`src/rtl/uart_tx_fifo.sv`:
```
// UART transmitter with a TX FIFO (valid/ready write port) and run-time frame
// format: 5..DATA_W data bits, none/odd/even parity, 1 or 2 stop bits.
// The frame configuration is captured when a byte is popped, so changes to
// the configuration inputs during a frame only affect the next frame.
//
// state  | meaning
// -------+----------------------------------------------------------
// IDLE   | line high; pops the FIFO head when non-empty
// START  | start bit (0) for one bit period
// DATA   | data bits, LSB first, len_q bit periods
// PARITY | parity bit for one bit period (only if parity enabled)
// STOP   | stop bit(s) (1) for one or two bit periods
module uart_tx_fifo #(
   parameter int DATA_W     = 8,
   parameter int DIV_W      = 16,
   parameter int FIFO_DEPTH = 4
) (
   input  logic                          clock,
   input  logic                          rst,
   input  logic [DIV_W-1:0]              baud_div,
   input  logic [3:0]                    data_len,
   input  logic [1:0]                    parity_type,
   input  logic                          stop_bits,
   input  logic                          wr_valid,
   input  logic [DATA_W-1:0]             wr_data,
   output logic                          wr_ready,
   output logic                          data_out,
   output logic                          tx_active,
   output logic                          tx_done,
   output logic [$clog2(FIFO_DEPTH):0]   fifo_level
);

   localparam int               PTR_W   = $clog2(FIFO_DEPTH);
   localparam logic [PTR_W:0]   DEPTH_L = (PTR_W+1)'(FIFO_DEPTH);
   localparam logic [3:0]       LEN_MAX = 4'(DATA_W);
   localparam logic [3:0]       LEN_MIN = 4'd5;

   typedef enum logic [2:0] {
      S_IDLE,
      S_START,
      S_DATA,
      S_PARITY,
      S_STOP
   } state_t;

   state_t state, state_nxt;

   logic [DATA_W-1:0] mem [FIFO_DEPTH];
   logic [PTR_W-1:0]  wr_ptr, rd_ptr;
   logic [PTR_W:0]    level;
   logic              push, pop;

   logic [DIV_W-1:0]  div_q;
   logic [3:0]        len_q;
   logic              par_en_q;
   logic              par_bit_q;
   logic              stop2_q;
   logic [DATA_W-1:0] shift_q;

   logic [DIV_W-1:0]  baud_cnt;
   logic [3:0]        bit_idx;
   logic              stop_idx;
   logic              bit_end;

   logic [3:0]        len_c;
   logic [DATA_W-1:0] len_mask;
   logic [DATA_W-1:0] head_masked;

   // wr_ready is based on the pre-pop level, so a push while full is refused
   // even in the cycle the head is popped.
   assign wr_ready = (level < DEPTH_L);
   assign push     = wr_valid && wr_ready;
   assign pop      = (state == S_IDLE) && (level != '0);
   assign fifo_level = level;
   assign bit_end  = (baud_cnt == div_q);

   // Clamp the requested length into 5..DATA_W and build the data-bit mask.
   always_comb begin
      len_c = data_len;
      if (data_len < LEN_MIN) len_c = LEN_MIN;
      else if (data_len > LEN_MAX) len_c = LEN_MAX;
      len_mask = '0;
      for (int i = 0; i < DATA_W; i++) begin
         len_mask[i] = (4'(i) < len_c);
      end
      head_masked = mem[rd_ptr] & len_mask;
   end

   // FIFO storage; contents need no reset since level gates every read.
   always_ff @(posedge clock) begin
      if (push) mem[wr_ptr] <= wr_data;
   end

   // FIFO pointers and occupancy.
   always_ff @(posedge clock or negedge rst) begin
      if (!rst) begin
         wr_ptr <= '0;
         rd_ptr <= '0;
         level  <= '0;
      end else begin
         if (push) wr_ptr <= wr_ptr + 1'b1;
         if (pop)  rd_ptr <= rd_ptr + 1'b1;
         case ({push, pop})
            2'b10:   level <= level + 1'b1;
            2'b01:   level <= level - 1'b1;
            default: level <= level;
         endcase
      end
   end

   // State register.
   always_ff @(posedge clock or negedge rst) begin
      if (!rst) state <= S_IDLE;
      else      state <= state_nxt;
   end

   // Next-state logic.
   always_comb begin
      state_nxt = state;
      case (state)
         S_IDLE:   if (level != '0) state_nxt = S_START;
         S_START:  if (bit_end) state_nxt = S_DATA;
         S_DATA:   if (bit_end && (bit_idx == len_q - 4'd1))
                      state_nxt = par_en_q ? S_PARITY : S_STOP;
         S_PARITY: if (bit_end) state_nxt = S_STOP;
         S_STOP:   if (bit_end && (stop_idx == stop2_q)) state_nxt = S_IDLE;
         default:  state_nxt = S_IDLE;
      endcase
   end

   // Frame datapath: config capture on pop, baud counter, bit/stop indices.
   always_ff @(posedge clock or negedge rst) begin
      if (!rst) begin
         div_q     <= DIV_W'(1);
         len_q     <= LEN_MAX;
         par_en_q  <= 1'b0;
         par_bit_q <= 1'b0;
         stop2_q   <= 1'b0;
         shift_q   <= '0;
         baud_cnt  <= '0;
         bit_idx   <= '0;
         stop_idx  <= 1'b0;
      end else begin
         if (state == S_IDLE || bit_end) baud_cnt <= '0;
         else                            baud_cnt <= baud_cnt + 1'b1;

         if (pop) begin
            div_q     <= (baud_div == '0) ? DIV_W'(1) : baud_div;
            len_q     <= len_c;
            par_en_q  <= (parity_type == 2'b01) || (parity_type == 2'b10);
            par_bit_q <= (^head_masked) ^ (parity_type == 2'b01);
            stop2_q   <= stop_bits;
            shift_q   <= head_masked;
         end

         if (state == S_START) bit_idx <= '0;
         else if (state == S_DATA && bit_end) begin
            bit_idx <= bit_idx + 4'd1;
            shift_q <= shift_q >> 1;
         end

         if (state != S_STOP) stop_idx <= 1'b0;
         else if (bit_end)    stop_idx <= 1'b1;
      end
   end

   // Outputs decoded from the current state.
   always_comb begin
      data_out  = 1'b1;
      tx_active = (state != S_IDLE);
      tx_done   = (state == S_STOP) && bit_end && (stop_idx == stop2_q);
      case (state)
         S_START:  data_out = 1'b0;
         S_DATA:   data_out = shift_q[0];
         S_PARITY: data_out = par_bit_q;
         default:  data_out = 1'b1;
      endcase
   end

endmodule

```
`config.mk`:
```
export PLATFORM = sky130hd
export DESIGN_NAME = uart_tx_fifo
export DESIGN_NICKNAME = d
export VERILOG_FILES = /design/src/rtl/uart_tx_fifo.sv
export SDC_FILE = /design/constraint.sdc
export NUM_CORES = 1
export LEC_CHECK = 0
export ABC_AREA = 1
export BUFFER_PORTS_ARGS = -buffer_cell sky130_fd_sc_hd__buf_2
export CAP_MARGIN = 10
export CORE_MARGIN = 5
export CORE_UTILIZATION = 45
export CTS_CLUSTER_DIAMETER = 60
export DETAILED_ROUTE_END_ITERATION = 10
export GPL_ROUTABILITY_DRIVEN = 0
export PLACE_DENSITY = 0.74
export SETUP_SLACK_MARGIN = 0.05
export SLEW_MARGIN = 30
export SYNTH_ARGS = -nofsm -noshare
export SYNTH_HDL_FRONTEND = slang
export SYNTH_SLANG_ARGS = --single-unit
```
`constraint.sdc`:
```
create_clock -name clock -period 6.6 [get_ports clock]
set_clock_uncertainty 0.05 [all_clocks]
set_input_delay 0.66 -clock clock [delete_from_list [all_inputs] [get_ports clock]]
set_output_delay 0.66 -clock clock [all_outputs]
set_load 0.01 [all_outputs]
```
**Word-level counts from Yosys, hierarchy flattened**

Memories as Yosys holds them, arrays and structs flattened.
Index checks and enable logic that the tools add are counted.

- Bits in registers: 62
- Latch bits: 0
- RAM bits: 32
- Bits in read-only memories: 0
- Input bits: 34
- Output and inout bits: 7
- Logic and storage cells: 91
- Memories: 1

Memory list:

| memory | words | bits a word | rd ports | clocked after Yosys merged registers in | wr ports | RTL line | text |
|---|---|---|---|---|---|---|---|
| mem | 4 | 8 | 1 | 0 | 1 | 48 | `logic [DATA_W-1:0] mem [FIFO_DEPTH];` |

- $add $sub $neg: 7
- Multiply operators: 0
- Div/mod/pow operators: 0
- Magnitude comparators: 11
- Equality and inequality tests: 17
- Shift operators: 0
- Muxes and demuxes: 22
- Bitwise gates (word level): 2
- Reduce and logical (&&, ||, !) cells: 18

Operator list:

| kind | number |
|---|---|
| 16-bit 2-to-1 mux | 2 |
| 8-bit 2-to-1 mux | 3 |
| 3-bit 2-to-1 mux | 6 |
| 16-bit by 1-bit adder with 16-bit output, second input constant | 1 |
| 16-bit equality test | 1 |
| 16-bit logical NOT | 1 |
| 3-bit by 4-bit < comparator with 1-bit output, first input constant | 4 |
| 4-bit 2-to-1 mux | 4 |
| 3-bit case mux with 5 select lines | 1 |
| 8-bit bitwise AND | 1 |
| 1-bit by 4-bit < comparator with 1-bit output, first input constant | 2 |
| 2-bit by 4-bit < comparator with 1-bit output, first input constant | 2 |
| 2-bit != test, second input constant | 4 |
| 8-bit parity | 1 |
| 1-bit logical AND | 7 |
| 3-bit by 2-bit equality test with 1-bit output, second input constant | 2 |
| 3-bit case mux with 2 select lines | 1 |
| 2-bit nonzero test | 3 |
| 3-bit nonzero test | 2 |
| 5-bit AND reduction | 1 |
| 2-bit by 1-bit adder with 2-bit output, second input constant | 2 |
| 4-bit by 1-bit adder with 4-bit output, second input constant | 1 |
| 2-bit by 1-bit equality test with 1-bit output, second input constant | 2 |
| 2-bit equality test, second input constant | 2 |
| 17 further kinds | 21 |

**Logic depth before layout (Yosys ltp)**

- Depth after elaboration: 8
- Mapped depth: 14
- Mapped depth without buffers: 13

**Worst setup path after synthesis**

No wires, ideal clock.

- Path kind: flip-flop to flip-flop
- Start point: register state[0]
- End point: register level[2] (netlist: fifo_level[2])
- Setup time: 0.131 ns
- Arrival time: 2.024 ns
- Required time: 6.419 ns
- Path slack: 4.395 ns
- Stages on the path, launching flop included: 13
- Path buffers: 1
- Clock period less this slack: 2.205 ns
- Cells stage by stage: dfrtp_1 > nor2_1 > inv_1 > nor2_1 > nand2_1 > inv_1 > buf_2 > ha_1 > inv_1 > fa_1 > a21oi_1 > o21ai_0 > xor2_1

- Cells in the longest elaborated chain, start to end: 4

RTL lines:

| item | RTL line | text |
|---|---|---|
| start: declaration | 46 | `state_t state, state_nxt;` |
| start signal: assignment | 114 | `else state <= state_nxt;` |
| 3-bit logical NOT * | 73 | `assign pop = (state == S_IDLE) && (level != '0);` |
| 1-bit logical AND * | 73 |  |
| net pop | 51 | `logic push, pop;` |
| 2-bit by 1-bit equality test with 1-bit output / 2-bit equality test (equally long branches) | 103 | `case ({push, pop})` |
| 3-bit case mux with 2 select lines / 2-bit nonzero test (equally long branches) | n/a |  |
| end signal: assignment | 104 | `2'b10: level <= level + 1'b1;` |
| end signal: assignment | 105 | `2'b01: level <= level - 1'b1;` |
| end signal: assignment | 106 | `default: level <= level;` |
| end: declaration | 50 | `logic [PTR_W:0] level;` |

Mark *: on every way through the listed nets, which the timed path passes. The rest lies on a longest branch.
A chain may end at the register's enable or synchronous reset.

**Worst setup path after layout**

- Start point: register state[0]
- End point: register level[2] (netlist: fifo_level[2])

- Cells in the longest elaborated chain, start to end: 4

RTL lines:

| item | RTL line |
|---|---|
| 3-bit logical NOT * | 73 |
| 1-bit logical AND * | 73 |
| 2-bit by 1-bit equality test with 1-bit output / 2-bit equality test (equally long branches) | 103 |
| 3-bit case mux with 2 select lines / 2-bit nonzero test (equally long branches) | n/a |

Every way passes the cells marked *; elsewhere a longest branch is shown, timed or not.

==> reports/qor.csv <==
stage;metric;value;unit
yosys;synth_edf_count;32;
clock_tree;cts_setup_buffers;0;
route;routed_wl;10100;um
critical_path;ff2ff_path_depth;11;
pwr;finalPower;0.00235;W
layout;postLayoutCoreUtil;0.517;
critical_path;regToRegSetupSlack;3.60;ns
route;drcViolationCount;0;
layout;layout_commonest_cell;nand2_1;
floorplanning;die_area;12800;um2
timing;grt_setup_unrepaired;false;
pwr;ir_drop;0.229;mV
clock_tree;clk_pin_slew;0.09;ns
floorplanning;chipHeight;113;um
timing;worstMarginPinSlew;0.802;ns
clock_tree;cts_resized;0;
layout;drive_gt1_frac;0.139;
timing;maxSlewViolCount;0;
yosys;syn-cell-area;4780;um2
floorplanning;start_util;0.463;
floorplanning;core_area;10300;um2
clock_tree;cts_sinks;94;
timing;whs;0.414;ns
layout;layout_common_cells;nand2_1 (192), dfrtp_1 (60), inv_1 (53);
global_route;grt_pass1_vias;3566;
place;portBuffers;40;
critical_path;worstReg2RegEnd;fifo_level[2];
critical_path;critical_path_class;flip-flop to flip-flop;
critical_path;crit_path_start_kind;flip-flop;
layout;area_growth;11.6;%
layout;fin_nets;635;
hold_path;worstHoldPathType;primary input to async pin;
critical_path;endpoint_kind;flip-flop;
timing;finalSetupViolCount;0;
yosys;ys_seq_area_frac;0.526;
floorplanning;num_io_pins;41;
layout;antenna-diode-count;0;
global_route;grt_pass1_wl;16700;um
yosys;synth_cell_types;37;
global_route;grt_max_degree;63;
yosys;ys.flop_type;dfrtp_1;
pwr;power.density;440;nW/um2
route;viasPerCell;5.02;
yosys;synth.avg_cell_area;8.67;um2
clock_tree;clock_latency;0.36;ns
timing;finalCritPeriodShare;0.455;
floorplanning;rows;37;
clock_tree;cts.hold.buffers_added;0;
clock_tree;cts_max_path_buffers;2;
layout;design_area;5330;um2
yosys;syn-num-nets;595;
pwr;p_leak;2.51;nW
floorplanning;fp.dieW;113;um
place;hpwl;7380;um
flow_run;maxCapViolations;0;
route;drtIter0Drc;222;
timing;finalSetupTns;0;ns
yosys;synth_cells;551;
route;drt_first_pass_iters;4;
global_route;antenna_found_initial;0;
status;outcome;complete, no violations;
global_route;overflow;0;
route;post_drt_wl_per_cell;13.8;um
place;post_dp_cell_area;5090;um2
clock_tree;cts_htree_levels;3;
global_route;grt_usage;0.163;
route;ant_nets;0;
timing;timing.fmax;333;MHz
timing;fin_crit;3.00;ns
clock_tree;numCtsBuffers;9;
yosys;yosysWarnings;0;
yosys;synthArstFlopShare;0.660;
layout;fillerInstances;931;
critical_path;crit_required;6.80;ns
clock_tree;cts_root_buf;clkbuf_8;
critical_path;reg2reg_from;state[0];
yosys;ys_seq_elements;94;
timing;hold_viol_final;0;
critical_path;crit_fanout;33;
timing;relSlewSlack;0.463;
clock_tree;cts_tree;yes;
route;vias;3671;
critical_path;worstPathArrival;3.20;ns
## metal layers
| metal | vias up | wire length (um) | track usage |
|---|---|---|---|
| met4 | 0 | 167 | 0.0529 |
| met2 | 67 | 4800 | 0.263 |
| met5 | - | 0 | 0 |
| li1 | 1844 | - | - |
| met3 | 16 | 509 | 0.0412 |
| met1 | 1744 | 4600 | 0.217 |
## cell families (layout without fill, tap and decap cells)
group | after synthesis | after routing | share of synthesized area
flops | 94 | 94 | 0.526
compound gates | 34 | 34 | 0.0463
fa+ha+maj | 10 | 10 | 0.0278
xor+xnor | 33 | 33 | 0.0605
buf+inv | 70 | 115 | 0.0610
simple gates | 310 | 310 | 0.278
## Yosys cell counts, types with 2 or more instances
| cell type | instances | area, um2 |
|---|---|---|
| inv_4 | 2 | 12.5 |
| nor2_1 | 40 | 150 |
| o211ai_2 | 5 | 62.6 |
| nand2_1 | 193 | 724 |
| nand3_1 | 40 | 200 |
| ha_1 | 9 | 113 |
| nand2_2 | 4 | 25.0 |
| nand4_1 | 7 | 43.8 |
| nor4_1 | 5 | 31.3 |
| nor2_2 | 4 | 25.0 |
| xor2_1 | 12 | 105 |
| nor3b_1 | 4 | 30.0 |
| clkbuf_1 | 4 | 15.0 |
| o21ai_0 | 15 | 75.1 |
| a21oi_1 | 9 | 45.0 |
| inv_1 | 54 | 203 |
| nor3_1 | 7 | 35.0 |
| dfrtp_1 | 60 | 1500 |
| edfxtp_1 | 32 | 961 |
| o21ai_2 | 2 | 17.5 |
| xnor2_1 | 21 | 184 |
| dfstp_2 | 2 | 52.6 |
| buf_2 | 4 | 20.0 |
| buf_4 | 3 | 22.5 |
## where the power goes
| group | switching (W) | total [W] | internal [W] |
|---|---|---|---|
| Sequential | 0.000142 | 0.000919 | 0.000777 |
| Clock | 0.000207 | 0.000463 | 0.000255 |
| Combinational | 0.000620 | 0.000967 | 0.000347 |
## through the flow
stage	setup WS [ns]	std cells
2_1_floorplan	4.39	551
3_3_place_gp	3.02	716
3_5_place_dp	2.91	716
4_1_cts	2.89	732
5_1_grt	3.37	732
6_report	3.60	732
## worst max path at each step
stage,startpoint,endpoint,slack [ns],cells past startpoint
2_1_floorplan,state[0],fifo_level[2],4.39,12
3_3_place_gp,state[0],fifo_level[2],3.02,11
3_5_place_dp,state[0],fifo_level[2],2.91,11
4_1_cts,state[0],fifo_level[2],2.89,11
5_1_grt,state[0],fifo_level[2],3.37,11
6_report,state[0],fifo_level[2],3.60,11
## critical path, stage by stage, from the launching register on
cell	delay [ns]
dfrtp_1	0.44
nor2_1	0.10
inv_1	0.08
nor2_1	0.15
nand2_2	0.38
inv_2	0.60
ha_1	0.25
inv_1	0.07
fa_1	0.37
a21oi_1	0.14
o21ai_0	0.11
xor2_1	0.15
## final cells by class
cell class / instances / area, um2 / share of cell area
Timing Repair Buffer: 41 / 208 / 0.0389
Clock buffer: 10 / 128 / 0.0239
Multi-Input combinational cell: 387 / 1970 / 0.370
Clock inverter: 6 / 116 / 0.0218
Sequential cell: 94 / 2510 / 0.471
Inverter: 58 / 223 / 0.0418
Tap cell: 136 / 170 / 0.0319
## state kept, by name, summed over array words and instances, names as in the netlist
signal      cells
shift_q         8
fifo_level      3
rd_ptr          2
bit_idx         4
div_q          16
wr_ptr          2
baud_cnt       16
par_bit_q       1
len_q           4
state           3
stop_idx        1
stop2_q         1
par_en_q        1
mem            32
No activity file was read; power rests on OpenSTA's default activity.
